### config.mk
export PLATFORM = sky130hd
export DESIGN_NAME = cook_timer_sequencer_flat
export DESIGN_NICKNAME = d
export VERILOG_FILES = /design/src/rtl/cook_timer_sequencer_pkg.sv /design/src/rtl/cook_timer_sequencer_if.sv /design/src/rtl/cook_timer_sequencer_edge_pulse.sv /design/src/rtl/cook_timer_sequencer.sv /design/src/flat_wrapper.sv
export SDC_FILE = /design/constraint.sdc
export NUM_CORES = 1
export LEC_CHECK = 0
export BUFFER_PORTS_ARGS = -buffer_cell sky130_fd_sc_hd__clkbuf_2
export CAP_MARGIN = 20
export CORE_ASPECT_RATIO = 1.75
export CORE_MARGIN = 2
export CORE_UTILIZATION = 50
export DETAILED_ROUTE_END_ITERATION = 10
export MAX_ROUTING_LAYER = met4
export PLACE_DENSITY = 0.78
export RECOVER_POWER = 100
export SETUP_SLACK_MARGIN = 0.3
export SYNTH_ARGS = -nofsm -noshare
export SYNTH_HDL_FRONTEND = slang
export SYNTH_HIERARCHICAL = 1
export SYNTH_SLANG_ARGS = --single-unit
### constraint.sdc
create_clock -name clk -period 5.89 [get_ports clk]
set_input_delay 0.2945 -clock clk [delete_from_list [all_inputs] [get_ports clk]]
set_output_delay 0.2945 -clock clk [all_outputs]
set_load 0.03 [all_outputs]
### src/rtl/cook_timer_sequencer_pkg.sv
// Shared types and constants for the microwave cook-timer sequencer.
// State encodings double as the debug/LED value presented on state_o.
package cook_timer_sequencer_pkg;

    localparam int unsigned STATE_W         = 3;
    localparam int unsigned DEF_WIDTH       = 8;
    localparam int unsigned DEF_FLASH_TICKS = 50;
    localparam int unsigned EMPTY_DISPLAY   = 0;

    typedef enum logic [STATE_W-1:0] {
        S_SET     = 3'b000,
        S_LOADED  = 3'b001,
        S_RUNNING = 3'b010,
        S_PAUSED  = 3'b011,
        S_DONE    = 3'b100
    } state_t;

    // A single-tick flash phase still needs a 1-bit counter to stay legal.
    function automatic int unsigned flash_cnt_w(input int unsigned ticks);
        return (ticks > 1) ? $clog2(ticks) : 1;
    endfunction

endpackage

### src/rtl/cook_timer_sequencer_if.sv
// Control/display bundle between the debounce/divider front end and the display.
// The master side produces buttons, ticks and switch time; the slave is the sequencer.
interface cook_timer_sequencer_if
    import cook_timer_sequencer_pkg::*;
#(
    parameter int unsigned WIDTH = DEF_WIDTH
);
    logic               btn_start;
    logic               btn_clear;
    logic               sec_tick;
    logic               flash_tick;
    logic [WIDTH-1:0]   sw_time;
    logic [WIDTH-1:0]   disp_val;
    logic               disp_blank;
    logic               done_led;
    logic [STATE_W-1:0] state_o;

    modport master (
        output btn_start,
        output btn_clear,
        output sec_tick,
        output flash_tick,
        output sw_time,
        input  disp_val,
        input  disp_blank,
        input  done_led,
        input  state_o
    );

    modport slave (
        input  btn_start,
        input  btn_clear,
        input  sec_tick,
        input  flash_tick,
        input  sw_time,
        output disp_val,
        output disp_blank,
        output done_led,
        output state_o
    );
endinterface

### src/rtl/cook_timer_sequencer_edge_pulse.sv
// Rising-edge detector for a debounced button level.
// History resets to 1 so a button held through reset never produces a pulse.
module cook_timer_sequencer_edge_pulse (
    input  logic clk,
    input  logic rst_n,
    input  logic level,
    output logic pulse_c
);
    logic level_q;

    always_ff @(posedge clk) begin
        if (!rst_n) begin
            level_q <= 1'b1;
        end else begin
            level_q <= level;
        end
    end

    assign pulse_c = level & ~level_q;
endmodule

### src/rtl/cook_timer_sequencer.sv
// Single-clock microwave countdown controller: set, load, run, pause and done-flash,
// advanced by divider tick enables and driving the 8-bit display and done LED.
module cook_timer_sequencer
    import cook_timer_sequencer_pkg::*;
#(
    parameter int unsigned WIDTH       = DEF_WIDTH,
    parameter int unsigned FLASH_TICKS = DEF_FLASH_TICKS
) (
    input logic                   clk,
    input logic                   rst_n,
    cook_timer_sequencer_if.slave bus
);
    localparam int unsigned    FCW        = flash_cnt_w(FLASH_TICKS);
    localparam logic [FCW-1:0] FLASH_LAST = FCW'(FLASH_TICKS - 1);

    state_t           state;
    logic [WIDTH-1:0] set_time;
    logic [WIDTH-1:0] count;
    logic [FCW-1:0]   flash_cnt;
    logic             done_led;
    logic             start_p_c;
    logic             clear_p_c;
    logic [WIDTH-1:0] disp_val_c;
    logic             disp_blank_c;

    cook_timer_sequencer_edge_pulse u_start_edge (
        .clk     (clk),
        .rst_n   (rst_n),
        .level   (bus.btn_start),
        .pulse_c (start_p_c)
    );

    cook_timer_sequencer_edge_pulse u_clear_edge (
        .clk     (clk),
        .rst_n   (rst_n),
        .level   (bus.btn_clear),
        .pulse_c (clear_p_c)
    );

    // Sequencer state plus countdown datapath; clear outranks every other event.
    always_ff @(posedge clk) begin
        if (!rst_n) begin
            state     <= S_SET;
            set_time  <= '0;
            count     <= '0;
            flash_cnt <= '0;
            done_led  <= 1'b0;
        end else if (clear_p_c) begin
            state     <= S_SET;
            count     <= '0;
            flash_cnt <= '0;
            done_led  <= 1'b0;
        end else begin
            case (state)
                S_SET: begin
                    if (start_p_c) begin
                        set_time <= bus.sw_time;
                        state    <= S_LOADED;
                    end
                end
                S_LOADED: begin
                    count <= set_time;
                    if (start_p_c && (set_time != '0)) begin
                        state <= S_RUNNING;
                    end
                end
                S_RUNNING: begin
                    // Pause beats a coincident second tick; the last second lands on zero.
                    if (start_p_c) begin
                        state <= S_PAUSED;
                    end else if (bus.sec_tick) begin
                        if (count <= WIDTH'(1)) begin
                            count     <= '0;
                            flash_cnt <= '0;
                            done_led  <= 1'b0;
                            state     <= S_DONE;
                        end else begin
                            count <= count - WIDTH'(1);
                        end
                    end
                end
                S_PAUSED: begin
                    if (start_p_c) begin
                        state <= S_RUNNING;
                    end
                end
                S_DONE: begin
                    if (start_p_c) begin
                        flash_cnt <= '0;
                        done_led  <= 1'b0;
                        state     <= S_LOADED;
                    end else if (bus.flash_tick) begin
                        if (flash_cnt == FLASH_LAST) begin
                            flash_cnt <= '0;
                            done_led  <= 1'b0;
                            state     <= S_LOADED;
                        end else begin
                            flash_cnt <= flash_cnt + FCW'(1);
                            done_led  <= ~done_led;
                        end
                    end
                end
                default: begin
                    count     <= '0;
                    flash_cnt <= '0;
                    done_led  <= 1'b0;
                    state     <= S_SET;
                end
            endcase
        end
    end

    // Display decode from registered state and count.
    always_comb begin
        disp_val_c   = WIDTH'(EMPTY_DISPLAY);
        disp_blank_c = 1'b0;
        case (state)
            S_SET:     disp_blank_c = 1'b1;
            S_LOADED:  disp_val_c   = set_time;
            S_RUNNING: disp_val_c   = count;
            S_PAUSED:  disp_val_c   = count;
            S_DONE:    disp_val_c   = WIDTH'(EMPTY_DISPLAY);
            default:   disp_blank_c = 1'b1;
        endcase
    end

    assign bus.disp_val   = disp_val_c;
    assign bus.disp_blank = disp_blank_c;
    assign bus.done_led   = done_led;
    assign bus.state_o    = state;
endmodule

### src/flat_wrapper.sv
// flat-port wrapper written by rule: the top's interface ports become plain ports
module cook_timer_sequencer_flat import cook_timer_sequencer_pkg::*;
#(
    parameter int unsigned WIDTH       = DEF_WIDTH,
    parameter int unsigned FLASH_TICKS = DEF_FLASH_TICKS
)
  (clk, rst_n, bus_btn_start, bus_btn_clear, bus_sec_tick, bus_flash_tick, bus_sw_time, bus_disp_val, bus_disp_blank, bus_done_led, bus_state_o);
  cook_timer_sequencer_if #(.WIDTH(WIDTH)) bus_i ();
  input logic clk;
  input logic rst_n;
  input wire logic [$bits(bus_i.btn_start)-1:0] bus_btn_start;
  input wire logic [$bits(bus_i.btn_clear)-1:0] bus_btn_clear;
  input wire logic [$bits(bus_i.sec_tick)-1:0] bus_sec_tick;
  input wire logic [$bits(bus_i.flash_tick)-1:0] bus_flash_tick;
  input wire logic [$bits(bus_i.sw_time)-1:0] bus_sw_time;
  output wire logic [$bits(bus_i.disp_val)-1:0] bus_disp_val;
  output wire logic [$bits(bus_i.disp_blank)-1:0] bus_disp_blank;
  output wire logic [$bits(bus_i.done_led)-1:0] bus_done_led;
  output wire logic [$bits(bus_i.state_o)-1:0] bus_state_o;
  assign bus_i.btn_start = bus_btn_start;
  assign bus_i.btn_clear = bus_btn_clear;
  assign bus_i.sec_tick = bus_sec_tick;
  assign bus_i.flash_tick = bus_flash_tick;
  assign bus_i.sw_time = bus_sw_time;
  assign bus_disp_val = bus_i.disp_val;
  assign bus_disp_blank = bus_i.disp_blank;
  assign bus_done_led = bus_i.done_led;
  assign bus_state_o = bus_i.state_o;
  cook_timer_sequencer #(.WIDTH(WIDTH), .FLASH_TICKS(FLASH_TICKS)) u_core (.clk(clk), .rst_n(rst_n), .bus(bus_i));
endmodule
==> run metrics, run 1 <==
largest net degree at the start of global routing=21; Post-DP Area=1880 um^2; number of antenna-violating nets in the routed design=0; Final Hold Viols=0; worst hold endpoint=u_core/u_start_edge/level_q; Post-synth EDFFs=0; Seq/Total Area, Yosys=32.0%; number of synthesized register bits=28; H-Tree Depth=1; total wire length=4190 um; run status=completed; Skew-Pair Late Insertion Delay=0.27 ns; vias per inst=5.91; number of max-cap violations=0; hold crit path type=input port to register; Max VDD drop=0.173 mV; Design Area, Final=1880 um^2; reg2reg end=u_core/flash_cnt[2]; global-route wire length before repair=6840 um; synthesized instance count=210; top_reg_cell synth=dfxtp_1; vias in the first global route=1,568; count of pins over their slew limit=0; initial DRC count=40; final core occ=55.8%; fmax=357 MHz; RSZ-0062 raised after global routing=no; leakage=0.729 nW; die width=48.7 um; worst rel slew slack=9.25%; antenna cells=0; Avg Inst Size Synth=8.33 um^2; Routed WL per cell=15.3 um; syn_nets=228; grt total ovfl=0; core area=3360 um^2; die height=82.2 um; Reg clk slew, reported paths=0.09 ns; maximum root-to-sink buffer count=2; CTS tree=built; GPL Wtd Cong=0.977; Filler cells=358; sum of negative setup slack=0 ns; R2R setup slack=3.23 ns; I/O pin count=27; TritonCTS buffer count=3; floorplan row count=28; Slew @ Worst Pin=1.35 ns; ys async rst share=0%; Critical Path RT=5.60 ns; full die area=4010 um^2; most frequent cell after synthesis=dfxtp_1; worst hold stages=2; CP Max Fanout=19; DRC errors left=0; Power Dens Cells=197 nW/um^2; area of the multi-input gates=1080 um^2; Worst Path Arrival=2.51 ns; Max Clock Skew=0.00358 ns; input/output buffers=26; post-DP HPWL=3190 um; Power, Total=0.000371 W; Netlist cell types=53; Hold Startpoint=bus_btn_start; post-CTS sizing=0; Reg area=561 um^2; Starting Density=52.0%; Tmin final=2.80 ns; Critical Path Start Type=register; top cells by area, synth=dfxtp_1 32%, mux2i_1 5.7%, nand2_1 4.7%, o21ai_0 4.6%, nor2b_1 3.9%; largest area contributor in the netlist=dfxtp_1; Pre-antenna DRT Iters=4; Post-CTS Hold Buffers=0; Area growth, synth to finish=7.37%; Yosys Warn Count=6; crit end category=primary output; Netlist Area Pre-Place=1750 um^2; setup repair bufs after CTS=0; Global Route Usage Sum=22.5%; worst reg2reg startpoint=u_core/count[2]; Synth top area share=32.0%; initial antenna violation count=0; worst setup path class=register to primary output; Clock Tree Root=clkbuf_8; fin crit share=47.6%; DR vias=1,613; total clock sinks=28; worst r2r path cells=5; final setup violation count=0; number of nets in the layout=247; ratio of cells with drive above 1 in the final layout=11.4%; Synth top cells by count=28 x dfxtp_1, 22 x nand2_1, 16 x o21ai_0
-- per-layer routing --
metal | vias to the layer above | track usage, % | part of all wire (%)
li1 | 804 | - | -
met1 | 747 | 21.3 | 39
met2 | 41 | 41.5 | 52
met3 | 21 | 2.34 | 2.1
met4 | 0 | 18.0 | 6.3
met5 | - | - | 0
-- worst max path at each step --
stage	from	to	slack [ns]	cells after the start
after floorplan	u_core/bus.state_o[0]	u_core/flash_cnt[3]	3.85	6
after global placement	u_core/bus.state_o[1]	u_core/count[6]	3.64	4
after detailed placement	u_core/bus.state_o[1]	u_core/count[4]	3.56	4
after CTS	u_core/bus.state_o[1]	u_core/count[4]	3.53	4
after global routing	u_core/bus.state_o[1]	u_core/flash_cnt[2]	2.79	5
final	u_core/bus.state_o[0]	bus_disp_val[2]	3.09	4
-- cells in the final DEF (no fill, tap or decap), types with 2 or more instances in the layout --
cell / n
nor2b_1: 11
nor4_1: 3
and3_1: 4
ha_1: 4
o31ai_1: 4
inv_1: 4
a21oi_1: 12
nor3b_1: 3
a32o_1: 5
mux2i_1: 10
nand3_1: 11
dfxtp_1: 28
nand2b_1: 6
clkbuf_1: 14
o21ai_0: 16
nor2b_4: 2
nor3_1: 6
o41ai_1: 3
nand2_1: 22
nor2_1: 14
nand3b_1: 3
clkbuf_8: 4
clkbuf_2: 12
or3b_2: 2
-- power by group --
part           total [W]  internal [W]  switching, W
clock network   0.000119     0.0000599     0.0000588
logic          0.0000508     0.0000204     0.0000303
registers       0.000201      0.000194    0.00000769
total           0.000371      0.000274     0.0000969
-- registers in the layout, indices dropped and copies added, names as in the netlist --
| signal | count |
|---|---|
| u_core/u_clear_edge/level_q | 1 |
| u_core/u_start_edge/level_q | 1 |
| u_core/bus.done_led | 1 |
| u_core/set_time | 8 |
| u_core/flash_cnt | 6 |
| u_core/count | 8 |
| u_core/bus.state_o | 3 |
-- metrics by stage --
stage	setup slack (ns)	std cells	hold slack [ns]
after global placement	3.64	269	0.446
after CTS	3.53	273	0.223
after detailed placement	3.56	269	0.464
after global routing	2.79	273	0.222
final	3.09	273	0.225
after floorplan	3.85	210	0.368
-- worst max-delay path: stages, from the launching register on --
cell	delay, ns
dfxtp_1	0.67
nor3b_1	0.88
nand2_1	0.25
nand2_1	0.11
clkbuf_1	0.31
-- area by class of cell --
| class | instances | area share (%) |
|---|---|---|
| clock buffers | 4 | 2.93 |
| flip-flops and latches | 28 | 29.8 |
| multi-input cells | 166 | 57.4 |
| repair buffers | 26 | 6.00 |
| well taps | 45 | 3.00 |
| inverters | 4 | 0.799 |
-- kinds of logic after synthesis --
family,synth area share (%)
AOI/OAI and AO/OA,22.2
muxes,6.37
buffers and inverters,4.15
xor gates and xnor gates,0.501
DFF,32.0
adders and majority gates,2.86
and+or+nand+nor,31.8
Power figures use the tool's default switching activity.
==> run 2: changes to the inputs <==
==> constraint.sdc (replaced) <==
create_clock -name clk -period 2.68 [get_ports clk]
set_input_delay 0.134 -clock clk [delete_from_list [all_inputs] [get_ports clk]]
set_output_delay 0.134 -clock clk [all_outputs]
set_load 0.03 [all_outputs]
==> run metrics, run 2 (synthesis results as in run 1) <==
Worst Path Arrival=2.45 ns (-0.06 ns); number of antenna-violating nets in the routed design=0 (unchanged); Routed WL per cell=14.4 um (-6.3%); GPL Wtd Cong=0.896 (-8.3%); initial DRC count=41 (+2.5%); die height=82.2 um (unchanged); grt total ovfl=0 (unchanged); fin cells=278 (+1.8%); largest net degree at the start of global routing=21 (unchanged); Power Dens Cells=464 nW/um^2 (+130%); biggest regs=u_core/count (8), u_core/set_time (8), u_core/flash_cnt (6); net switching power=0.000219 W (+130%); Area growth, synth to finish=10.2%; Max Clock Skew=0.00836 ns (+0.00478 ns); Global Route Usage Sum=21.7% (-0.83 points); sequential group share of total power=49.5% (-4.8 points); CTS tree=built; total wire length=3990 um (-4.6%); run status=completed; Skew-Pair Late Insertion Delay=0.28 ns (about the same); global routing's busiest layer=met2; leakage=0.722 nW (-0.89%); number of max-cap violations=0 (unchanged); global-route wire length before repair=6690 um (-2.3%); maximum root-to-sink buffer count=2 (unchanged); Global Route met2 Usage=39.2% (-2.3 points); worst rel slew slack=47.0% (+38 points); die width=48.7 um (unchanged); core area=3360 um^2 (unchanged); initial antenna violation count=0 (unchanged); Switching Share=24.5% (-1.6 points); Filler cells=340 (-5.0%); post-DP HPWL=2990 um (-6.1%); number of nets in the layout=252 (+2.0%); vias in the first global route=1,495 (-4.7%); sum of negative setup slack=0 ns (unchanged); met3 usage in global routing=2.16% (-0.18 points); input/output buffers=26 (unchanged); most frequent cells in the layout=28 x dfxtp_1, 22 x nand2_1, 17 x o21ai_0; hold crit path type=input port to register; Critical Path RT=2.86 ns (-2.74 ns); crit end category=register; ratio of cells with drive above 1 in the final layout=13.3% (+1.9 points); Clock Tree Root=clkbuf_8; worst setup path class=register to register; fmax=441 MHz; Slew @ Worst Pin=0.791 ns (-0.560 ns); total clock sinks=28 (unchanged); fin crit share=84.6%; Critical Path Start Type=register; commonest non-fill, non-tap cell in the layout=dfxtp_1; Pre-antenna DRT Iters=4 (unchanged); DR vias=1,633 (+1.2%); Tmin final=2.27 ns; antenna cells=0 (unchanged); full die area=4010 um^2 (unchanged); Final Hold Viols=0 (unchanged); post-CTS sizing=0 (unchanged); I/O pin count=27 (unchanged); Gate power share=12.9% (-0.8 points); count of pins over their slew limit=0 (unchanged); CP Max Fanout=8 (-11); H-Tree Depth=1 (unchanged); Cells after DPL=274 (+1.9%); final setup violation count=0 (unchanged); Clock power frac=37.6% (+5.6 points); Max VDD drop=0.381 mV (+120%); TritonCTS buffer count=3 (unchanged); Post-CTS Hold Buffers=0 (unchanged); Int Pwr=0.000674 W (+150%); met1 global-route usage=23.8% (+2.5 points); setup repair bufs after CTS=0 (unchanged); Reg clk slew, reported paths=0.10 ns (about the same); DRC errors left=0 (unchanged); vias per inst=5.87 (-0.58%); RSZ-0062 raised after global routing=no; floorplan row count=28 (unchanged); Starting Density=52.0% (unchanged)
## run 2: cell count changes in the layout (fill, tap and decap cells not counted), sizes merged
cell,delta
buf,+4
bufinv,+1
## run 2: critical path, cell delays in order (launching register included)
cell and delay, ns:
dfxtp_1 0.38, or4_4 0.61, o31ai_1 0.69, o21ai_0 0.20
a32o_1 0.29
## run 2: final cells by class
cell class / count / area, um^2 / share of cell area [%]
inverters: 4 / 15.0 / 0.779
clock buffers: 3 / 41.3 / 2.14
repair buffers: 31 / 146 / 7.60
clock inverters: 1 / 30.0 / 1.56
flip-flops and latches: 28 / 561 / 29.1
well taps: 45 / 56.3 / 2.92
multi-input cells: 166 / 1080 / 55.9
## run 2: path summary, 6_finish.rpt
kind,from,end,slack (ns),depth (start not counted)
max,u_core/count[2],u_core/count[4],0.41,4
min reg2reg,u_core/flash_cnt[5],u_core/flash_cnt[5],0.48,1
max reg2reg,u_core/count[2],u_core/count[4],0.41,4
min,bus_btn_clear,u_core/u_clear_edge/level_q,0.06,2
## run 2: per-stage QoR
step | total power (W) | area [um^2] | utilization [%] | setup slack [ns] | hold slack, ns
2_1_floorplan | 0.000536 | 1750 | - | 0.637 | 0.207
3_3_place_gp | 0.000573 | 1920 | 57.0 | 0.633 | 0.345
3_5_place_dp | 0.000575 | 1920 | 57.0 | 0.577 | 0.348
4_1_cts | 0.000910 | 1990 | 59.1 | 0.548 | 0.0580
5_1_grt | 0.000929 | 1930 | 57.3 | 0.250 | 0.0685
6_report | 0.000894 | 1930 | 57.3 | 0.412 | 0.0623
## run 2: per-layer routing
metal | vias to the layer above | part of all wire [%]
li1 | 815 | -
met1 | 773 | 42
met2 | 37 | 52
met3 | 8 | 3.7
met4 | 0 | 2.4
met5 | - | 0
## run 2: power groups by stage
stage | clock (W) | sequential, W | combinational, W
after detailed placement | 0 | 0.000452 | 0.000123
after global placement | 0 | 0.000451 | 0.000121
after CTS | 0.000344 | 0.000443 | 0.000123
final | 0.000336 | 0.000442 | 0.000115
after floorplan | 0 | 0.000445 | 0.0000904
after global routing | 0.000356 | 0.000445 | 0.000129
